### config.mk
export PLATFORM = sky130hd
export DESIGN_NAME = regfile_wb_arbiter
export DESIGN_NICKNAME = d
export VERILOG_FILES = /design/src/rtl/regfile_pkg.sv /design/src/rtl/regfile_wb_arbiter_rr.sv /design/src/rtl/regfile_wb_arbiter.sv
export SDC_FILE = /design/constraint.sdc
export NUM_CORES = 1
export LEC_CHECK = 0
export CAP_MARGIN = 10
export CORE_AREA = 2 2 119 121
export CTS_CLUSTER_SIZE = 8
export DETAILED_ROUTE_END_ITERATION = 16
export DIE_AREA = 0 0 121 123
export PLACE_DENSITY_LB_ADDON = 0.1
export SYNTH_ARGS = -nofsm -noshare
export SYNTH_HDL_FRONTEND = slang
export SYNTH_SLANG_ARGS = --single-unit
export TNS_END_PERCENT = 5
### constraint.sdc
create_clock -name clk -period 4.8 [get_ports clk]
set_clock_uncertainty 0.1 [all_clocks]
set_input_delay 0.96 -clock clk [delete_from_list [all_inputs] [get_ports clk]]
set_output_delay 0.96 -clock clk [all_outputs]
set_load 0.01 [all_outputs]
### src/rtl/regfile_pkg.sv
// Shared constants and the write-back request type for the register-file
// write-back path.
package regfile_pkg;

    localparam int REG_IDX_W    = 5;
    localparam int NUM_REGS     = 32;
    localparam int DEFAULT_XLEN = 64;

    typedef struct packed {
        logic                    valid;
        logic [REG_IDX_W-1:0]    rd;
        logic [DEFAULT_XLEN-1:0] data;
    } wb_req_t;

endpackage

### src/rtl/regfile_wb_arbiter_rr.sv
// Combinational round-robin search: the requester named by ptr has top
// priority and the search wraps upward modulo N.
module rr_arbiter #(
    parameter int N = 3
) (
    input  logic [N-1:0] req,
    input  logic [1:0]   ptr,
    output logic [N-1:0] grant
);

    always_comb begin
        logic found;
        int   idx;
        grant = '0;
        found = 1'b0;
        idx   = 0;
        for (int k = 0; k < N; k++) begin
            idx = (int'(ptr) + k) % N;
            if (!found && req[idx]) begin
                grant[idx] = 1'b1;
                found      = 1'b1;
            end
        end
    end

endmodule

### src/rtl/regfile_wb_arbiter.sv
// Round-robin write-back arbiter with a registered register-file write port
// and an optional pending-write scoreboard (enabled by WB_SCOREBOARD_EN).
module regfile_wb_arbiter
    import regfile_pkg::*;
#(
    parameter int NUM_REQ = 3,
    parameter int XLEN    = DEFAULT_XLEN
) (
    input  logic                        clk,
    input  logic                        reset,
    input  logic [NUM_REQ-1:0]          req_valid,
    input  logic [NUM_REQ*REG_IDX_W-1:0] req_rd,
    input  logic [NUM_REQ*XLEN-1:0]     req_data,
    output logic [NUM_REQ-1:0]          req_ready,
    output logic                        reg_write,
    output logic [REG_IDX_W-1:0]        rd,
    output logic [XLEN-1:0]             WriteData,
    input  logic                        issue_valid,
    input  logic [REG_IDX_W-1:0]        issue_rd,
    input  logic [REG_IDX_W-1:0]        rs1,
    input  logic [REG_IDX_W-1:0]        rs2,
    output logic                        rs1_busy,
    output logic                        rs2_busy
);

    // Handshake: requester i transfers in any cycle where req_valid[i] and
    // req_ready[i] are both high; it must hold valid/rd/data until then.
    logic [1:0]           ptr;
    logic [NUM_REQ-1:0]   grant;
    logic                 fire;
    logic [1:0]           sel_idx;
    logic [REG_IDX_W-1:0] sel_rd;
    logic [XLEN-1:0]      sel_data;
    logic [1:0]           ptr_next;

    rr_arbiter #(.N(NUM_REQ)) u_rr (
        .req   (req_valid & {NUM_REQ{reset}}),
        .ptr   (ptr),
        .grant (grant)
    );

    assign req_ready = grant;
    assign fire      = |grant;

    always_comb begin
        sel_idx  = '0;
        sel_rd   = '0;
        sel_data = '0;
        for (int i = 0; i < NUM_REQ; i++) begin
            if (grant[i]) begin
                sel_idx  = 2'(i);
                sel_rd   = req_rd[i*REG_IDX_W +: REG_IDX_W];
                sel_data = req_data[i*XLEN +: XLEN];
            end
        end
    end

    assign ptr_next = (sel_idx == 2'(NUM_REQ - 1)) ? 2'd0 : sel_idx + 2'd1;

    // Writes to x0 still consume the grant but never reach the register file.
    always_ff @(posedge clk or negedge reset) begin
        if (!reset) begin
            ptr       <= '0;
            reg_write <= 1'b0;
            rd        <= '0;
            WriteData <= '0;
        end else begin
            reg_write <= fire && (sel_rd != '0);
            if (fire) begin
                ptr       <= ptr_next;
                rd        <= sel_rd;
                WriteData <= sel_data;
            end
        end
    end

`ifdef WB_SCOREBOARD_EN
    logic [NUM_REGS-1:0] busy;
    logic [NUM_REGS-1:0] set_vec;
    logic [NUM_REGS-1:0] clr_vec;

    always_comb begin
        set_vec = '0;
        clr_vec = '0;
        if (issue_valid && issue_rd != '0) set_vec[issue_rd] = 1'b1;
        if (fire && sel_rd != '0)          clr_vec[sel_rd]   = 1'b1;
    end

    // Set wins over clear so a re-issued register stays pending.
    always_ff @(posedge clk or negedge reset) begin
        if (!reset) begin
            busy <= '0;
        end else begin
            busy <= ((busy & ~clr_vec) | set_vec) & ~NUM_REGS'(1);
        end
    end

    assign rs1_busy = busy[rs1];
    assign rs2_busy = busy[rs2];
`else
    logic unused_sb_inputs;
    assign unused_sb_inputs = ^{issue_valid, issue_rd, rs1, rs2};
    assign rs1_busy = 1'b0;
    assign rs2_busy = 1'b0;
`endif

endmodule

==> results of run 1 <==
-- cell families after synthesis --
logic type                 Yosys count  synth area share, %
AOI/OAI and AO/OA                  150                 34.2
DFF                                 72                 42.7
muxes                                2                0.474
and+or+nand+nor                    162                 15.3
other                                1               0.0888
adders and majority gates            4                 1.18
buffers and inverters               57                 6.16
-- registers in the layout (all words and copies together) (netlist names) --
signal and count:
WriteData 64, reg_write 1, rd 5, ptr 2
-- worst max-delay path, stage by stage --
cell and delay, ps:
clkdlybuf4s50_1 530, a21oi_1 120, a221o_2 430, o21ai_1 200, mux2i_4 110, inv_2 110
clkdlybuf4s50_1 540
-- final cells by class --
class / count / share of cell area [%]
inverters: 10 / 0.501
repair buffers: 293 / 39.0
multi-input cells: 320 / 29.1
flip-flops and latches: 72 / 24.1
clock buffers: 11 / 3.24
clock inverters: 5 / 1.07
well taps: 180 / 3.01
-- through the flow --
step	utilization [%]	cells	setup slack [ps]	power, uW	hold slack [ps]
6_report	55.0	891	723	4840	382
5_1_grt	55.0	891	693	5190	410
2_1_floorplan	-	449	1670	2940	418
3_5_place_dp	52.7	875	731	4140	369
4_1_cts	55.0	891	735	4910	383
3_3_place_gp	52.7	875	769	4090	361
-- Yosys cell counts (all sizes together) --
cell type | instances | area share [%]
o211ai | 2 | 0.36
ha | 4 | 1.2
buf | 34 | 4.1
a21o | 3 | 0.53
o2bb2ai | 66 | 14
nand2 | 69 | 6.1
nand2b | 3 | 0.44
nand4 | 1 | 0.15
and2 | 2 | 0.30
or4 | 1 | 0.18
nor2b | 2 | 0.30
a31oi | 3 | 0.44
o21ai | 2 | 0.24
dfrtp | 72 | 43
o22ai | 1 | 0.15
mux2i | 2 | 0.47
nor2 | 76 | 6.8
a221o | 1 | 0.27
o32a | 1 | 0.24
a32oi | 1 | 0.21
a311oi | 2 | 0.41
or3 | 2 | 0.30
conb | 1 | 0.089
a221oi | 1 | 0.21
a21oi | 3 | 0.36
nand3 | 5 | 0.59
inv | 10 | 0.89
clkbuf | 13 | 1.2
o221a | 64 | 17
and3 | 1 | 0.15
-- power breakdown --
part           internal [uW]  leakage, uW  switching (uW)  total [uW]
Sequential               942     0.000797             177        1120
Combinational           1560      0.00186            1430        2990
Clock                    469     0.000152             258         727
Total                   2970      0.00281            1870        4840
-- final timing paths --
kind	to	cells past startpoint	start	slack, ps
min in group asynchronous	WriteData[0]	1	reset	430
worst min-delay path	rd[2]	1	rd[2]	380
worst min register to register	rd[2]	1	rd[2]	380
worst max-delay path	req_ready[2]	7	req_valid[2]	720
max in group asynchronous	WriteData[12]	2	reset	3120
worst max register to register	WriteData[58]	10	ptr[0]	1340
-- per-layer routing --
metal,up-vias,GRT usage (%),part of all wire [%]
li1,2188,-,-
met1,2165,23.5,39
met2,197,38.1,50
met3,21,5.72,8.6
met4,0,6.69,1.7
met5,-,0,0
==> summary.txt, run 1 <==
Run status
  – Status: finished clean

Setup path
  – Arr. time, crit path: 3020 ps
  – WS Path Type: in2out
  – Critical Path Fanout Max: 5
  – Critical Path Sink Type: output pin
  – Req. time, crit path: 3740 ps
  – CP startpoint kind: primary input

Logic synthesis
  – Post-Syn Instances: 448
  – Synth warn: 0
  – Post-synthesis sequential area ratio: 42.7%
  – Mapped Area: 4220 um2
  – Synth Area per Inst: 9.43 um2
  – Synth Register Bits: 72
  – Netlist cell types: 34

Clock tree
  – Post-CTS resize count: 0
  – Root Driver: clkbuf_16
  – Clock sinks: 72
  – H-tree levels: 3
  – Clk Latency, worst-skew pair: 320 ps
  – Clk buf depth: 2
  – Cts hold-fix bufs: 0
  – CTS tree: built
  – Post-CTS setup buffer count: 0
  – Clock buffer count from CTS: 9
  – Clk slew on worst S/H paths: 60 ps

Place
  – Buffers on Ports: 284
  – Placer's final routability congestion estimate: 0.873
  – Post-DP HPWL: 11,400 um
  – DP Area: 7170 um2

Floorplanning
  – Site Rows: 43
  – Initial Util: 31.0%
  – Die ar.: 14,900 um2
  – Chip height: 123 um
  – Die X: 121 um
  – Total core area: 13,600 um2
  – I/O pin cnt: 303

Layout
  – # diodes: 0
  – Post-route cell area: 7490 um2
  – Commonest cells after routing, fill and taps aside: 283 x clkdlybuf4s50_1, 76 x nor2_1, 72 x dfrtp_1
  – Register Area: 1800 um2
  – Layout fillers: 1,240
  – Nets: 938
  – Commonest non-fill, non-tap cell in the layout: clkdlybuf4s50_1
  – Share of cells above drive strength 1: 9.56%
  – Multi-input gate area: 2180 um2
  – Area delta synth->final: 77.3%

GRT
  – Pin count of the biggest net entering global routing: 81
  – Grt total ovfl: 0
  – Vias in the first global route: 4,590
  – Initial antenna violation count: 0
  – GRT Util Overall: 20.9%
  – First-pass GRT wire length: 24,200 um

STA
  – Headroom to the max-slew limit: 44.7%
  – Min Tclk post-route: 4080 ps
  – RSZ-0062 raised after global routing: false
  – Period utilisation layout: 84.9%
  – Achievable Freq: 245 MHz
  – Final setup fails: 0
  – Worst-Margin Slew: 830 ps
  – Fin. Hold Viols: 0
  – TNS Setup: 0 ps
  – Final slew viol count: 0

Route
  – WL final: 16,300 um
  – Drt drc: 0
  – First-pass DRT Iterations: 5
  – Post-DRT Antenna Nets: 0
  – WL/cell: 18.3 um
  – Via/cell ratio: 5.13
  – Routed vias: 4,571
  – Initial DRC Count: 151

Worst hold path
  – Hold WC Path Type: reg2reg

Pwr
  – Max IR drop VDD: 304 uV
  – PwrDens: 646 nW/um2
  – Static leakage: 0.00281 uW

Flow run
  – Max-cap violations: 0
No activity file was read; power rests on OpenSTA's default activity.
==> run 2: changes to the inputs <==
CORE_AREA = 2 2 117 119   (was 2 2 119 121)
DIE_AREA = 0 0 119 121   (was 0 0 121 123)
clock period = 3.9 ns   (was 4.8 ns; I/O delays follow)
==> summary.txt, run 2 (synthesis gave the netlist of run 1 again) <==
Clock tree
  – H-tree levels: 3 (unchanged)
  – Clock sinks: 72 (unchanged)
  – CTS tree: built
  – Cts hold-fix bufs: 0 (unchanged)
  – Clk buf depth: 2 (unchanged)
  – Post-CTS resize count: 0 (unchanged)
  – Clk slew on worst S/H paths: 60 ps (about the same)
  – Clk Latency, worst-skew pair: 320 ps (about the same)
  – Post-CTS setup buffer count: 0 (unchanged)
  – Root Driver: clkbuf_16
  – Clock buffer count from CTS: 9 (unchanged)

Layout
  – Largest register FFs: 64 (unchanged)
  – Reg with most FFs: WriteData
  – Multi-input gate area: 2180 um2 (unchanged)
  – Register Area: 1800 um2 (unchanged)
  – # diodes: 0 (unchanged)
  – Nets: 940 (+0.21%)
  – Commonest cells after routing, fill and taps aside: 283 x clkdlybuf4s50_1, 76 x nor2_1, 72 x dfrtp_1
  – Commonest non-fill, non-tap cell in the layout: clkdlybuf4s50_1
  – Top Registers: WriteData: 64 flops, rd: 5 flops, ptr: 2 flops
  – Share of cells above drive strength 1: 9.96% (+0.39 points)
  – Final Util: 57.4% (+2.4 points)
  – Area delta synth->final: 77.8%
  – Layout fillers: 1,168 (-5.8%)

STA
  – TNS Setup: 0 ps (unchanged)
  – Worst-Margin Slew: 938 ps (+108 ps)
  – Final slew viol count: 0 (unchanged)
  – Min Tclk post-route: 3640 ps
  – Fin. Hold Viols: 0 (unchanged)
  – RSZ-0062 raised after global routing: false
  – Achievable Freq: 274 MHz
  – Final setup fails: 0 (unchanged)
  – Period utilisation layout: 93.4%
  – Headroom to the max-slew limit: 37.5% (-7.2 points)

Worst hold path
  – Hold WC Path Type: in2async

Pwr
  – Max IR drop VDD: 519 uV (+70%)
  – PwrDens: 797 nW/um2 (+23%)
  – Total power: 5990 uW (+24%)
  – Static leakage: 0.00283 uW (+0.72%)

Setup path
  – CP startpoint kind: primary input
  – CP max-delay cell: clkdlybuf4s50_1
  – Worst path max stage delay: 530 ps (about the same)
  – Crit path max-delay family: buffers and inverters
  – Req. time, crit path: 3020 ps (-720 ps)
  – Arr. time, crit path: 2760 ps (-260 ps)
  – WS Path Type: in2out
  – WP buf/inv: 3 (unchanged)
  – Critical Path Sink Type: output pin
  – Critical Path Fanout Max: 4 (-1)
  – CP Cell Sequence: clkdlybuf4s50_1, a21oi_1, a221o_2, o21ai_1, mux2i_4, inv_2, clkdlybuf4s50_1
  – Most used cell, CP: clkdlybuf4s50_1

Route
  – WL/cell: 18.3 um (about the same)
  – Post-DRT Antenna Nets: 0 (unchanged)
  – Initial DRC Count: 239 (+58%)
  – Via/cell ratio: 5.33 (+3.8%)
  – Routed vias: 4,734 (+3.6%)
  – Drt drc: 0 (unchanged)
  – First-pass DRT Iterations: 5 (unchanged)
  – WL final: 16,300 um (-0.14%)

Floorplanning
  – Die ar.: 14,400 um2 (-3.3%)
  – Die X: 119 um (-1.7%)
  – Initial Util: 32.3% (+1.2 points)
  – Total core area: 13,100 um2 (-3.9%)
  – Site Rows: 42 (-2.3%)
  – Chip height: 121 um (-1.6%)
  – I/O pin cnt: 303 (unchanged)

Place
  – Post-DP HPWL: 11,600 um (+1.9%)
  – Buffers on Ports: 284 (unchanged)
  – Placer's final routability congestion estimate: 0.801 (-8.2%)

Run status
  – Status: finished clean

GRT
  – Initial antenna violation count: 0 (unchanged)
  – GRT Util Overall: 22.1% (+1.3 points)
  – Pin count of the biggest net entering global routing: 138 (+70%)
  – Vias in the first global route: 4,868 (+6.1%)
  – Grt total ovfl: 0 (unchanged)
  – First-pass GRT wire length: 25,300 um (+4.8%)

Flow run
  – Max-cap violations: 0 (unchanged)
## run 2: final timing paths
check                              from             to  slack (ps)  cells past startpoint
setup / recovery           req_valid[2]   req_ready[2]         260                      7
hold / removal                    reset  WriteData[59]         160                      1
setup reg to reg                 ptr[0]  WriteData[13]         740                     10
hold reg to reg                   rd[1]          rd[1]         390                      1
max in group asynchronous         reset  WriteData[21]        2420                      2
min in group clk                  rd[1]          rd[1]         390                      1
## run 2: report_power, final
part           internal [uW]  switching [uW]
combinational           1960            1770
clock                    561             330
sequential              1160             211
## run 2: metrics by stage
step                setup WS [ps]  hold WS (ps)  area, um2  instances
floorplan                    1130           384       4230        449
global placement              288           361       7190        873
detailed placement            266           376       7190        873
CTS                           259           149       7510        889
global route                  162           151       7510        889
finish                        256           159       7510        889
## run 2: layout make-up
class	instances	share of cell area, %
Timing Repair Buffer	295	39.3
Multi-Input combinational cell	320	29.1
Sequential cell	72	24.0
Clock buffer	9	3.00
Tap cell	176	2.93
Clock inverter	7	1.27
Inverter	10	0.500
## run 2: per-layer routing
layer	vias up	part of all wire, %	GRT usage (%)
li1	2201	-	-
met1	2299	40	24.9
met2	199	50	39.7
met3	35	7.2	6.06
met4	0	3.0	8.78
met5	-	0	0
## run 2: worst register-to-register path, stage by stage, from the launching register on
cell     delay [ps]
dfrtp_1         400
inv_1            80
ha_1            370
a21oi_1         200
a221o_2         210
nor2_1           40
o32a_2          340
buf_4           270
or3_2           510
buf_12          200
o221a_2         330
==> run 3: changes to the inputs <==
GPL_ROUTABILITY_DRIVEN = 0   (was default)
clock period = 3.7 ns   (was 3.9 ns; I/O delays follow)
==> summary.txt, run 3 (synthesis gave the netlist of run 1 again) <==
Run status
  – Status: finished clean

Pwr
  – Internal power: 4010 uW (+9.0%)
  – Reg power frac: 22.3% (-0.6 points)
  – Clk network pwr share: 14.7% (-0.2 points)
  – Max IR drop VDD: 505 uV (-2.6%)
  – PwrDens: 853 nW/um2 (+6.9%)
  – Psw: 2450 uW (+6.3%)
  – Sw Ratio: 38.0% (-0.61 points)
  – Static leakage: 0.00286 uW (+1.3%)
  – Logic gate share of total power: 63.0% (+0.8 points)

Clock tree
  – Clock sinks: 72 (unchanged)
  – Root Driver: clkbuf_16
  – H-tree levels: 3 (unchanged)
  – Cts hold-fix bufs: 0 (unchanged)
  – Clk Latency, worst-skew pair: 330 ps (about the same)
  – Clk buf depth: 2 (unchanged)
  – Clk slew on worst S/H paths: 50 ps (about the same)
  – CTS tree: built
  – Clock buffer count from CTS: 9 (unchanged)

Layout
  – Commonest cells after routing, fill and taps aside: 283 x clkdlybuf4s50_1, 76 x nor2_1, 72 x dfrtp_1
  – Commonest non-fill, non-tap cell in the layout: clkdlybuf4s50_1
  – Nets: 945 (+0.53%)
  – # diodes: 0 (unchanged)
  – Top Registers: WriteData: 64 flops, rd: 5 flops, ptr: 2 flops
  – Reg with most FFs: WriteData
  – Largest register FFs: 64 (unchanged)
  – Area delta synth->final: 79.5%
  – Share of cells above drive strength 1: 10.5% (+0.50 points)

GRT
  – Vias in the first global route: 4,783 (-1.7%)
  – GRT Util Overall: 22.3% (+0.18 points)
  – Pin count of the biggest net entering global routing: 100 (-28%)
  – Initial antenna violation count: 0 (unchanged)
  – First-pass GRT wire length: 25,200 um (-0.52%)
  – Grt total ovfl: 0 (unchanged)

Route
  – First-pass DRT Iterations: 4 (-1)
  – Routed vias: 4,692 (-0.89%)
  – Initial DRC Count: 236 (-1.3%)
  – WL/cell: 18.4 um (+0.24%)
  – WL final: 16,400 um (+0.69%)
  – Post-DRT Antenna Nets: 0 (unchanged)
  – Drt drc: 0 (unchanged)
  – Via/cell ratio: 5.25 (-1.3%)

Setup path
  – CP Cell Sequence: clkdlybuf4s50_1, a21oi_1, a221o_2, a32oi_2, o32a_2, clkdlybuf4s50_1
  – CP max-delay cell: clkdlybuf4s50_1
  – WS Path Type: in2out
  – Critical Path Fanout Max: 5 (+1)
  – Crit path max-delay family: buffers and inverters
  – Worst path max stage delay: 550 ps (+20 ps)
  – Critical Path Sink Type: output pin
  – Arr. time, crit path: 2800 ps (+40 ps)
  – WP buf/inv: 2 (-1)
  – Req. time, crit path: 2860 ps (-160 ps)
  – CP startpoint kind: primary input
  – Most used cell, CP: clkdlybuf4s50_1

Floorplanning
  – Initial Util: 32.3% (unchanged)
  – I/O pin cnt: 303 (unchanged)
  – Die ar.: 14,400 um2 (unchanged)
  – Die X: 119 um (unchanged)
  – Total core area: 13,100 um2 (unchanged)
  – Site Rows: 42 (unchanged)
  – Chip height: 121 um (unchanged)

Place
  – Buffers on Ports: 284 (unchanged)
  – Post-DP HPWL: 11,700 um (+1.2%)

STA
  – Worst-Margin Slew: 674 ps (-264 ps)
  – Period utilisation layout: 98.3%
  – Post-Route Hold Slack: 159 ps (+0.394 ps)
  – Fin. Hold Viols: 0 (unchanged)
  – Final setup fails: 0 (unchanged)
  – Headroom to the max-slew limit: 55.1% (+18 points)
  – Achievable Freq: 275 MHz
  – TNS Setup: 0 ps (unchanged)
  – Final slew viol count: 0 (unchanged)
  – Min Tclk post-route: 3640 ps
  – RSZ-0062 raised after global routing: false

Flow run
  – Max-cap violations: 0 (unchanged)

Worst hold path
  – Hold WC Path Type: in2async
run 3: worst register-to-register path: stages (launching register included):
cell	delay, ps
dfrtp_1	410
inv_1	100
ha_1	330
nand2b_1	160
a221oi_1	70
or3_2	540
buf_4	290
a311oi_1	440
o22ai_1	160
or4_1	400
run 3: cell type report:
class                           instances  area (um2)
Clock buffer                           12         256
Clock inverter                          3        65.1
Fill cell                            1119        5500
Inverter                               10        37.5
Multi-Input combinational cell        320        2190
Sequential cell                        72        1800
Tap cell                              176         220
Timing Repair Buffer                  300        3010
run 3: worst paths after layout:
kind / slack [ps] / end / from / depth (start not counted)
max: 60 / req_ready[0] / req_valid[2] / 6
min: 160 / WriteData[8] / reset / 1
max reg2reg: 570 / reg_write / ptr[0] / 9
min reg2reg: 390 / rd[4] / rd[4] / 1
max in group asynchronous: 2140 / WriteData[36] / reset / 3
min in group clk: 390 / rd[4] / rd[4] / 1
run 3: through the flow:
| stage | setup WS [ps] | instance area, um2 | util (%) | power, uW | cells |
|---|---|---|---|---|---|
| floorplan | 970 | 4230 | - | 3810 | 449 |
| detailed placement | 20.6 | 7240 | 55.3 | 5520 | 876 |
| global placement | 131 | 7240 | 55.3 | 5430 | 876 |
| finish | 63.0 | 7580 | 57.9 | 6460 | 893 |
| CTS | 17.0 | 7560 | 57.8 | 6500 | 891 |
| global route | 18.5 | 7580 | 57.9 | 6920 | 893 |
run 3: timing repair:
| item | CTS | global route |
|---|---|---|
| setup endpoints to repair | 0 | 1 |
| buffers inserted | 0 | 2 |
| gates resized for setup | 0 | 1 |
run 3: metal layers:
layer | track usage (%) | wire, um | vias up
met5 | 0 | 0 | -
met4 | 8.41 | 404 | 0
met3 | 5.40 | 1220 | 27
met2 | 39.7 | 8250 | 207
met1 | 26.0 | 6540 | 2248
li1 | - | - | 2210
run 3: power groups by stage:
stage               registers [uW]  clock network (uW)  logic [uW]
floorplan                     1610                   0        2200
global placement              1440                   0        4000
detailed placement            1440                   0        4070
CTS                           1440                 972        4090
global route                  1490                1010        4420
finish                        1440                 951        4070
